## src/rtl/adc_rx_pkg.sv

```systemverilog
// Shared definitions for the multi-lane serial ADC receiver: FSM encoding and gap counter width.
package adc_rx_pkg;

  typedef enum logic [1:0] {
    ST_IDLE  = 2'd0,
    ST_SHIFT = 2'd1,
    ST_LOAD  = 2'd2,
    ST_GAP   = 2'd3
  } rx_state_t;

  localparam int GAP_CNT_W = 4;

endpackage

```

## src/rtl/adc_serial_rx_if.sv

```systemverilog
// Control, serial-lane and valid/ready output bundle of adc_serial_rx.
// master = receiver side, slave = ADC/consumer side.
interface adc_serial_rx_if #(
  parameter int DATA_W = 16,
  parameter int NUM_CH = 1
);

  logic                     start_recording;
  logic                     continuous;
  logic [NUM_CH-1:0]        sdo;
  logic                     cs_n;
  logic [NUM_CH*DATA_W-1:0] data_adc;
  logic                     data_valid;
  logic                     data_ready;
  logic                     busy;
  logic                     overrun;
  logic [15:0]              drop_cnt;

  modport master (
    input  start_recording, continuous, sdo, data_ready,
    output cs_n, data_adc, data_valid, busy, overrun, drop_cnt
  );

  modport slave (
    output start_recording, continuous, sdo, data_ready,
    input  cs_n, data_adc, data_valid, busy, overrun, drop_cnt
  );

endinterface

```

## src/rtl/adc_rx_lane.sv

```systemverilog
// One sdo lane: DATA_W-bit shift register, bit order chosen by MSB_FIRST.
module adc_rx_lane #(
  parameter int DATA_W    = 16,
  parameter int MSB_FIRST = 1
) (
  input  logic              clk105,
  input  logic              reset,
  input  logic              shift_en,
  input  logic              clear,
  input  logic              sdo,
  output logic [DATA_W-1:0] word
);

  // MSB-first enters at bit 0 and walks up; LSB-first enters at the top and walks down.
  always_ff @(negedge clk105 or posedge reset) begin
    if (reset) begin
      word <= '0;
    end else if (clear) begin
      word <= '0;
    end else if (shift_en) begin
      if (MSB_FIRST != 0) begin
        word <= {word[DATA_W-2:0], sdo};
      end else begin
        word <= {sdo, word[DATA_W-1:1]};
      end
    end
  end

endmodule

```

## src/rtl/adc_serial_rx.sv

```systemverilog
// Multi-lane serial ADC receiver: framing FSM, counters and valid/ready output on falling clk105 edges.
// Optional macro ADC_SERIAL_RX_OVERRUN_EN enables the sticky overrun flag and dropped-word counter.
module adc_serial_rx
  import adc_rx_pkg::*;
#(
  parameter int DATA_W     = 16,
  parameter int NUM_CH     = 1,
  parameter int MSB_FIRST  = 1,
  parameter int GAP_CYCLES = 1
) (
  input  logic            clk105,
  input  logic            reset,
  adc_serial_rx_if.master bus
);

  localparam int CNT_W = (DATA_W > 1) ? $clog2(DATA_W) : 1;
  localparam logic [CNT_W-1:0]     LAST_BIT = CNT_W'(DATA_W - 1);
  localparam logic [GAP_CNT_W-1:0] GAP_LAST = GAP_CNT_W'((GAP_CYCLES > 0) ? GAP_CYCLES - 1 : 0);

  rx_state_t                state;
  rx_state_t                next_state;
  logic [CNT_W-1:0]         bit_cnt;
  logic [GAP_CNT_W-1:0]     gap_cnt;
  logic                     shift_en;
  logic                     clear;
  logic                     load;
  logic [NUM_CH*DATA_W-1:0] shift_word;
  logic [NUM_CH*DATA_W-1:0] data_q;
  logic                     valid_q;

  always_ff @(negedge clk105 or posedge reset) begin
    if (reset) begin
      state <= ST_IDLE;
    end else begin
      state <= next_state;
    end
  end

  always_comb begin
    next_state = state;
    shift_en   = 1'b0;
    clear      = 1'b0;
    load       = 1'b0;
    case (state)
      ST_IDLE: begin
        clear = 1'b1;
        if (bus.start_recording) begin
          next_state = ST_SHIFT;
        end
      end
      ST_SHIFT: begin
        shift_en = 1'b1;
        if (bit_cnt == LAST_BIT) begin
          next_state = ST_LOAD;
        end
      end
      ST_LOAD: begin
        load = 1'b1;
        if (bus.continuous && bus.start_recording) begin
          next_state = (GAP_CYCLES > 0) ? ST_GAP : ST_SHIFT;
        end else begin
          next_state = ST_IDLE;
        end
      end
      ST_GAP: begin
        if (gap_cnt == GAP_LAST) begin
          next_state = bus.start_recording ? ST_SHIFT : ST_IDLE;
        end
      end
      default: next_state = ST_IDLE;
    endcase
  end

  always_ff @(negedge clk105 or posedge reset) begin
    if (reset) begin
      bit_cnt <= '0;
      gap_cnt <= '0;
    end else begin
      if (state == ST_SHIFT && bit_cnt != LAST_BIT) begin
        bit_cnt <= bit_cnt + 1'b1;
      end else begin
        bit_cnt <= '0;
      end
      if (state == ST_GAP) begin
        gap_cnt <= gap_cnt + 1'b1;
      end else begin
        gap_cnt <= '0;
      end
    end
  end

  // A load always wins over acceptance, so a word accepted on the load edge leaves valid high.
  always_ff @(negedge clk105 or posedge reset) begin
    if (reset) begin
      data_q  <= '0;
      valid_q <= 1'b0;
    end else if (load) begin
      data_q  <= shift_word;
      valid_q <= 1'b1;
    end else if (valid_q && bus.data_ready) begin
      valid_q <= 1'b0;
    end
  end

  for (genvar k = 0; k < NUM_CH; k++) begin : g_lane
    adc_rx_lane #(
      .DATA_W    (DATA_W),
      .MSB_FIRST (MSB_FIRST)
    ) u_lane (
      .clk105   (clk105),
      .reset    (reset),
      .shift_en (shift_en),
      .clear    (clear),
      .sdo      (bus.sdo[k]),
      .word     (shift_word[k*DATA_W +: DATA_W])
    );
  end

  assign bus.cs_n       = (state != ST_SHIFT);
  assign bus.busy       = (state != ST_IDLE);
  assign bus.data_adc   = data_q;
  assign bus.data_valid = valid_q;

`ifdef ADC_SERIAL_RX_OVERRUN_EN
  logic        overrun_event;
  logic        overrun_q;
  logic [15:0] drop_q;

  assign overrun_event = load && valid_q && !bus.data_ready;

  always_ff @(negedge clk105 or posedge reset) begin
    if (reset) begin
      overrun_q <= 1'b0;
      drop_q    <= '0;
    end else if (overrun_event) begin
      overrun_q <= 1'b1;
      if (drop_q != 16'hFFFF) begin
        drop_q <= drop_q + 16'd1;
      end
    end
  end

  assign bus.overrun  = overrun_q;
  assign bus.drop_cnt = drop_q;
`else
  assign bus.overrun  = 1'b0;
  assign bus.drop_cnt = '0;
`endif

endmodule

```

## src/flat_wrapper.sv

```systemverilog
// flat-port wrapper written by rule: the top's interface ports become plain ports
module adc_serial_rx_flat import adc_rx_pkg::*;
#(
  parameter int DATA_W     = 16,
  parameter int NUM_CH     = 1,
  parameter int MSB_FIRST  = 1,
  parameter int GAP_CYCLES = 1
)
  (clk105, reset, bus_start_recording, bus_continuous, bus_sdo, bus_data_ready, bus_cs_n, bus_data_adc, bus_data_valid, bus_busy, bus_overrun, bus_drop_cnt);
  adc_serial_rx_if #(.DATA_W(DATA_W), .NUM_CH(NUM_CH)) bus_i ();
  input  logic clk105;
  input  logic reset;
  input wire logic [$bits(bus_i.start_recording)-1:0] bus_start_recording;
  input wire logic [$bits(bus_i.continuous)-1:0] bus_continuous;
  input wire logic [$bits(bus_i.sdo)-1:0] bus_sdo;
  input wire logic [$bits(bus_i.data_ready)-1:0] bus_data_ready;
  output wire logic [$bits(bus_i.cs_n)-1:0] bus_cs_n;
  output wire logic [$bits(bus_i.data_adc)-1:0] bus_data_adc;
  output wire logic [$bits(bus_i.data_valid)-1:0] bus_data_valid;
  output wire logic [$bits(bus_i.busy)-1:0] bus_busy;
  output wire logic [$bits(bus_i.overrun)-1:0] bus_overrun;
  output wire logic [$bits(bus_i.drop_cnt)-1:0] bus_drop_cnt;
  assign bus_i.start_recording = bus_start_recording;
  assign bus_i.continuous = bus_continuous;
  assign bus_i.sdo = bus_sdo;
  assign bus_i.data_ready = bus_data_ready;
  assign bus_cs_n = bus_i.cs_n;
  assign bus_data_adc = bus_i.data_adc;
  assign bus_data_valid = bus_i.data_valid;
  assign bus_busy = bus_i.busy;
  assign bus_overrun = bus_i.overrun;
  assign bus_drop_cnt = bus_i.drop_cnt;
  adc_serial_rx #(.DATA_W(DATA_W), .NUM_CH(NUM_CH), .MSB_FIRST(MSB_FIRST), .GAP_CYCLES(GAP_CYCLES)) u_core (.clk105(clk105), .reset(reset), .bus(bus_i));
endmodule
```

## config.mk

```make
export PLATFORM = sky130hd
export DESIGN_NAME = adc_serial_rx_flat
export DESIGN_NICKNAME = d
export VERILOG_FILES = /design/src/rtl/adc_rx_pkg.sv /design/src/rtl/adc_serial_rx_if.sv /design/src/rtl/adc_rx_lane.sv /design/src/rtl/adc_serial_rx.sv /design/src/flat_wrapper.sv
export SDC_FILE = /design/constraint.sdc
export NUM_CORES = 1
export LEC_CHECK = 0
export ABC_AREA = 0
export ABC_CLOCK_PERIOD_IN_PS = 2700
export BUFFER_PORTS_ARGS = -buffer_cell sky130_fd_sc_hd__buf_4
export CORE_AREA = 2 2 69 71
export CTS_CLUSTER_DIAMETER = 120
export DETAILED_ROUTE_END_ITERATION = 8
export DIE_AREA = 0 0 71 73
export PLACE_DENSITY_LB_ADDON = 0.08
export SLEW_MARGIN = 20
export SYNTH_ARGS = -nofsm -noshare
export SYNTH_HDL_FRONTEND = slang
export SYNTH_HIERARCHICAL = 1
export SYNTH_SLANG_ARGS = --single-unit
```

## constraint.sdc

```tcl
create_clock -name clk105 -period 2.7 [get_ports clk105]
set_input_delay 0 -clock clk105 [delete_from_list [all_inputs] [get_ports clk105]]
set_output_delay 0 -clock clk105 [all_outputs]
set_load 0.01 [all_outputs]
```

======== Word level (Yosys, flattened, before mapping) ========
Index checks and enable logic that the tools add are counted.
word-level totals
  register bits after elaboration ......... 43
  logic and storage cells ................. 41
cells by class
  eq/ne operators ......................... 9
  reduce and logical (&&, ||, !) cells .... 9
  multiplexer cells ....................... 15
  add/subtract/negate cells ............... 2
operators by type and width
  cell                   count
  $mux W16               2
  $add A4 B1 Y4 const B  2
  $mux W2                4
  $mux W4                2
  $pmux W2 S4            1
  $mux W1                6
  $ne A2 B1 Y1 const B   3
  $reduce_bool A2 Y1     3
  $eq A2 B2 Y1 const B   2
  $eq A4 B4 Y1 const B   1
  $logic_not A4 Y1       1
  $ne A4 B4 Y1 const B   1
  $logic_and A1 B1 Y1    3
  $reduce_and A3 Y1      1
  $eq A2 B1 Y1 const B   1
  $logic_not A2 Y1       1
  $ne A2 B2 Y1 const B   1

======== Longest topological paths before layout ========
  depth in word-level cells ............... 4
  mapped depth ............................ 5
  gate-level depth less buffers ........... 5

======== By module ========
The synthesis kept the hierarchy.
by module, submodules not included
  module         instances  cells an instance  sequential area each (sq um)  area an instance (sq um)
  adc_serial_rx  1          100                675.6                         1286.2
  adc_rx_lane    1          53                 400.4                         664.4

==> flow_summary_export.csv <==
group,metric,value,unit
status,run_status,"complete, no violations",
final_layout,n_fill_cell,421,
power,p_leak,1.25,nW
clock_network,postCtsResizedCells,0,
final_layout,syn2layout_area_growth,13.1,%
final_layout,mostFrequentLayoutCells,"43 x dfrtn_1, 28 x buf_4, 21 x nor2_1, 17 x conb_1, 16 x mux2i_1",
global_routing,overflow,0,
sta,skew,0.00469,ns
clock_network,htree_levels,2,
setup_path,worst-path-buf-inv,2,
final_layout,multi_input_area,706,um^2
floorplanning,ios,42,
sta,rsz0062_at_grt,"false",
synth,syn_inst,153,
sta,maxSlewHeadroom,58.5,%
routing,viasPerCell,4.66,
setup_path,crit_chain,"and2b_2, inv_2, buf_4",
clock_network,clk_pin_slew_worst_paths,0.06,ns
sta,worst_slew_pin_slew,0.619,ns
setup_path,worstRegToRegCells,3,
routing,drtAntennaViolNets,0,
routing,wire_per_inst,13.2,um
final_layout,antenna_cells,0,
floorplanning,die_x,71,um
routing,drt-initial-drc-count,52,
setup_path,setup.worst_path.start_class,"register",
final_layout,ff_latch_area,1080,um^2
routing,routed_wl,3110,um
sta,setup_slack,0.117,ns
placed_design,place_congestion,0.683,
clock_network,cts_made_buffers,5,
power,p_clk_share,23.1,%
global_routing,antenna_found_initial,0,
min_path,whs_path_depth,1,
synth,syn_area,1950,um^2
clock_network,clkLatencyLatePin,0.30,ns
sta,setup_violations,0,
synth,synth_warnings,6,
synth,ys_types,32,
setup_path,cp_top_family,"flip-flops",
global_routing,grt_usage,13.3,%
min_path,hp-start,"u_core/gap_cnt[0]",
setup_path,crit_path_top_delay_cell,"dfrtn_1",
min_path,worstHoldEndpoint,"u_core/gap_cnt[0]",
synth,syn_avg_cell_area,12.7,um^2
synth,synth_seq_cells,43,
routing,vias,1099,
setup_path,critical_path_class,"register to output pin",
clock_network,cts-root-buf,"clkbuf_8",
synth,seq_area_frac_synth,55.2,%
setup_path,crit_start,"u_core/state[1]",
clock_network,cts_buffer_depth,2,
clock_network,clock-sinks,43,
setup_path,required,2.70,ns
sta,timing_hold_violations_final,0,
floorplanning,rows,25,
power,total_power,2.22,mW
setup_path,r2r_end,"u_core/bus.data_adc[4]",
clock_network,holdBufCountCts,0,
clock_network,tritoncts,"built",
setup_path,timing.critical_path.arrival,2.58,ns
final_layout,nets,190,
floorplanning,start_util,43.0,%
power,p_comb_share,30.9,%
sta,setup_tns,0,ns
sta,drv_slew,0,
global_routing,grt_max_degree,19,
setup_path,cpPeakStageDelay,0.47,ns
setup_path,end_kind,"output pin",
routing,route.detailed.drc,0,
power,pwr-share-seq,46.0,%
final_layout,mostFrequentLayoutCell,"dfrtn_1",
global_routing,grt_pass1_wl,5230,um
placed_design,post-place-ws,0.435,ns
floorplanning,design.core.area,4540,um^2
placed_design,hpwl,2220,um
clock_network,cts_setup_buffers,0,
placed_design,port_buffers,24,
power,power_density,1010,nW/um^2
power,ir_worst_vdd,0.378,mV
setup_path,cp_max_fo,6,
setup_path,r2r-start,"u_core/state[1]",
routing,first_pass_iters,2,
power,internal_power,1.52,mW
power,power.switching,0.699,mW
setup_path,r2r_setup_slack,0.89,ns
power,p_sw_share,31.5,%
floorplanning,die_h,73,um
final_layout,drive_gt1_share,32.4,%
floorplanning,die-area,5180,um^2
flow_run,drv_cap,0,
global_routing,grt_pass1_vias,1087,
min_path,hp-class,"register to register",
-- sequential cells by signal (all words and copies together) (netlist names) --
register                   flops
u_core/g_lane.u_lane/word     16
u_core/state                   2
u_core/bus.data_valid          1
u_core/bus.data_adc           16
u_core/gap_cnt                 4
u_core/bit_cnt                 4
-- Yosys cell counts --
cell type | instances | area (um^2)
a31o_2 | 1 | 8.76
mux2_2 | 8 | 90.1
and3_1 | 1 | 6.26
buf_4 | 17 | 128
nor2_1 | 21 | 78.8
nand3_1 | 2 | 10.0
nor2b_2 | 1 | 8.76
buf_6 | 2 | 22.5
a31oi_1 | 1 | 6.26
buf_2 | 1 | 5.00
xnor2_1 | 2 | 17.5
nor3b_1 | 1 | 7.51
buf_1 | 1 | 3.75
or2_2 | 1 | 6.26
and2b_2 | 1 | 8.76
buf_12 | 2 | 40.0
inv_1 | 7 | 26.3
inv_2 | 1 | 3.75
a21o_1 | 1 | 7.51
xor2_1 | 1 | 8.76
a311oi_1 | 1 | 8.76
conb_1 | 1 | 3.75
dfrtn_1 | 43 | 1080
mux2_4 | 8 | 120
o22ai_1 | 2 | 12.5
a21oi_1 | 1 | 5.00
nand2_1 | 2 | 7.51
ha_1 | 3 | 37.5
and3_2 | 1 | 7.51
o2bb2ai_1 | 1 | 8.76
a21o_2 | 1 | 8.76
mux2i_1 | 16 | 160
-- logic make-up (layout without fill, tap and decap cells) --
kind of cell | Yosys count | in the layout | synth area share (%)
DFF | 43 | 43 | 55.2
muxes | 32 | 32 | 19.0
and+or+nand+nor | 31 | 31 | 7.25
buffers and inverters | 31 | 44 | 11.7
AOI/OAI and AO/OA | 9 | 9 | 3.40
adders and majority gates | 3 | 3 | 1.92
xor gates and xnor gates | 3 | 3 | 1.35
other | 1 | 17 | 0.192
-- per-layer routing --
| metal | share of wire, % | track usage, % | vias up |
|---|---|---|---|
| li1 | - | - | 529 |
| met1 | 49 | 17.4 | 544 |
| met2 | 46 | 19.6 | 21 |
| met3 | 3.8 | 4.70 | 5 |
| met4 | 2.0 | 6.29 | 0 |
| met5 | 0 | 0 | - |
-- through the flow --
stage | instances | instance area [um^2] | utilization (%) | hold slack, ns
final | 236 | 2210 | 48.7 | 0.408
after detailed placement | 228 | 2090 | 46.1 | 0.410
after floorplan | 169 | 2010 | - | 0.379
after global placement | 228 | 2090 | 46.1 | 0.394
after global routing | 236 | 2210 | 48.7 | 0.426
after CTS | 236 | 2210 | 48.7 | 0.411
-- how the worst max path moves through the flow --
stage | to | slack [ns] | cells past startpoint
floorplan | bus_cs_n | 0.58 | 2
global placement | bus_cs_n | 0.48 | 3
detailed placement | bus_cs_n | 0.44 | 3
CTS | bus_cs_n | 0.11 | 3
global route | bus_cs_n | 0.05 | 3
finish | bus_cs_n | 0.12 | 3
-- power by group through the flow --
stage	clock, mW	combinational (mW)	sequential [mW]
after floorplan	0	0.539	1.02
after global placement	0	0.676	1.02
after detailed placement	0	0.698	1.03
after CTS	0.534	0.699	1.02
after global routing	0.558	0.769	1.05
final	0.513	0.686	1.02
-- area by class of cell --
class	count	share of cell area, %
timing repair buffer	28	9.52
sequential	43	48.8
clock buffer	6	3.74
clock inverter	2	1.59
tap	54	3.06
multi-input combinational	95	32.0
inverter	8	1.36
Power figures use the tool's default switching activity.
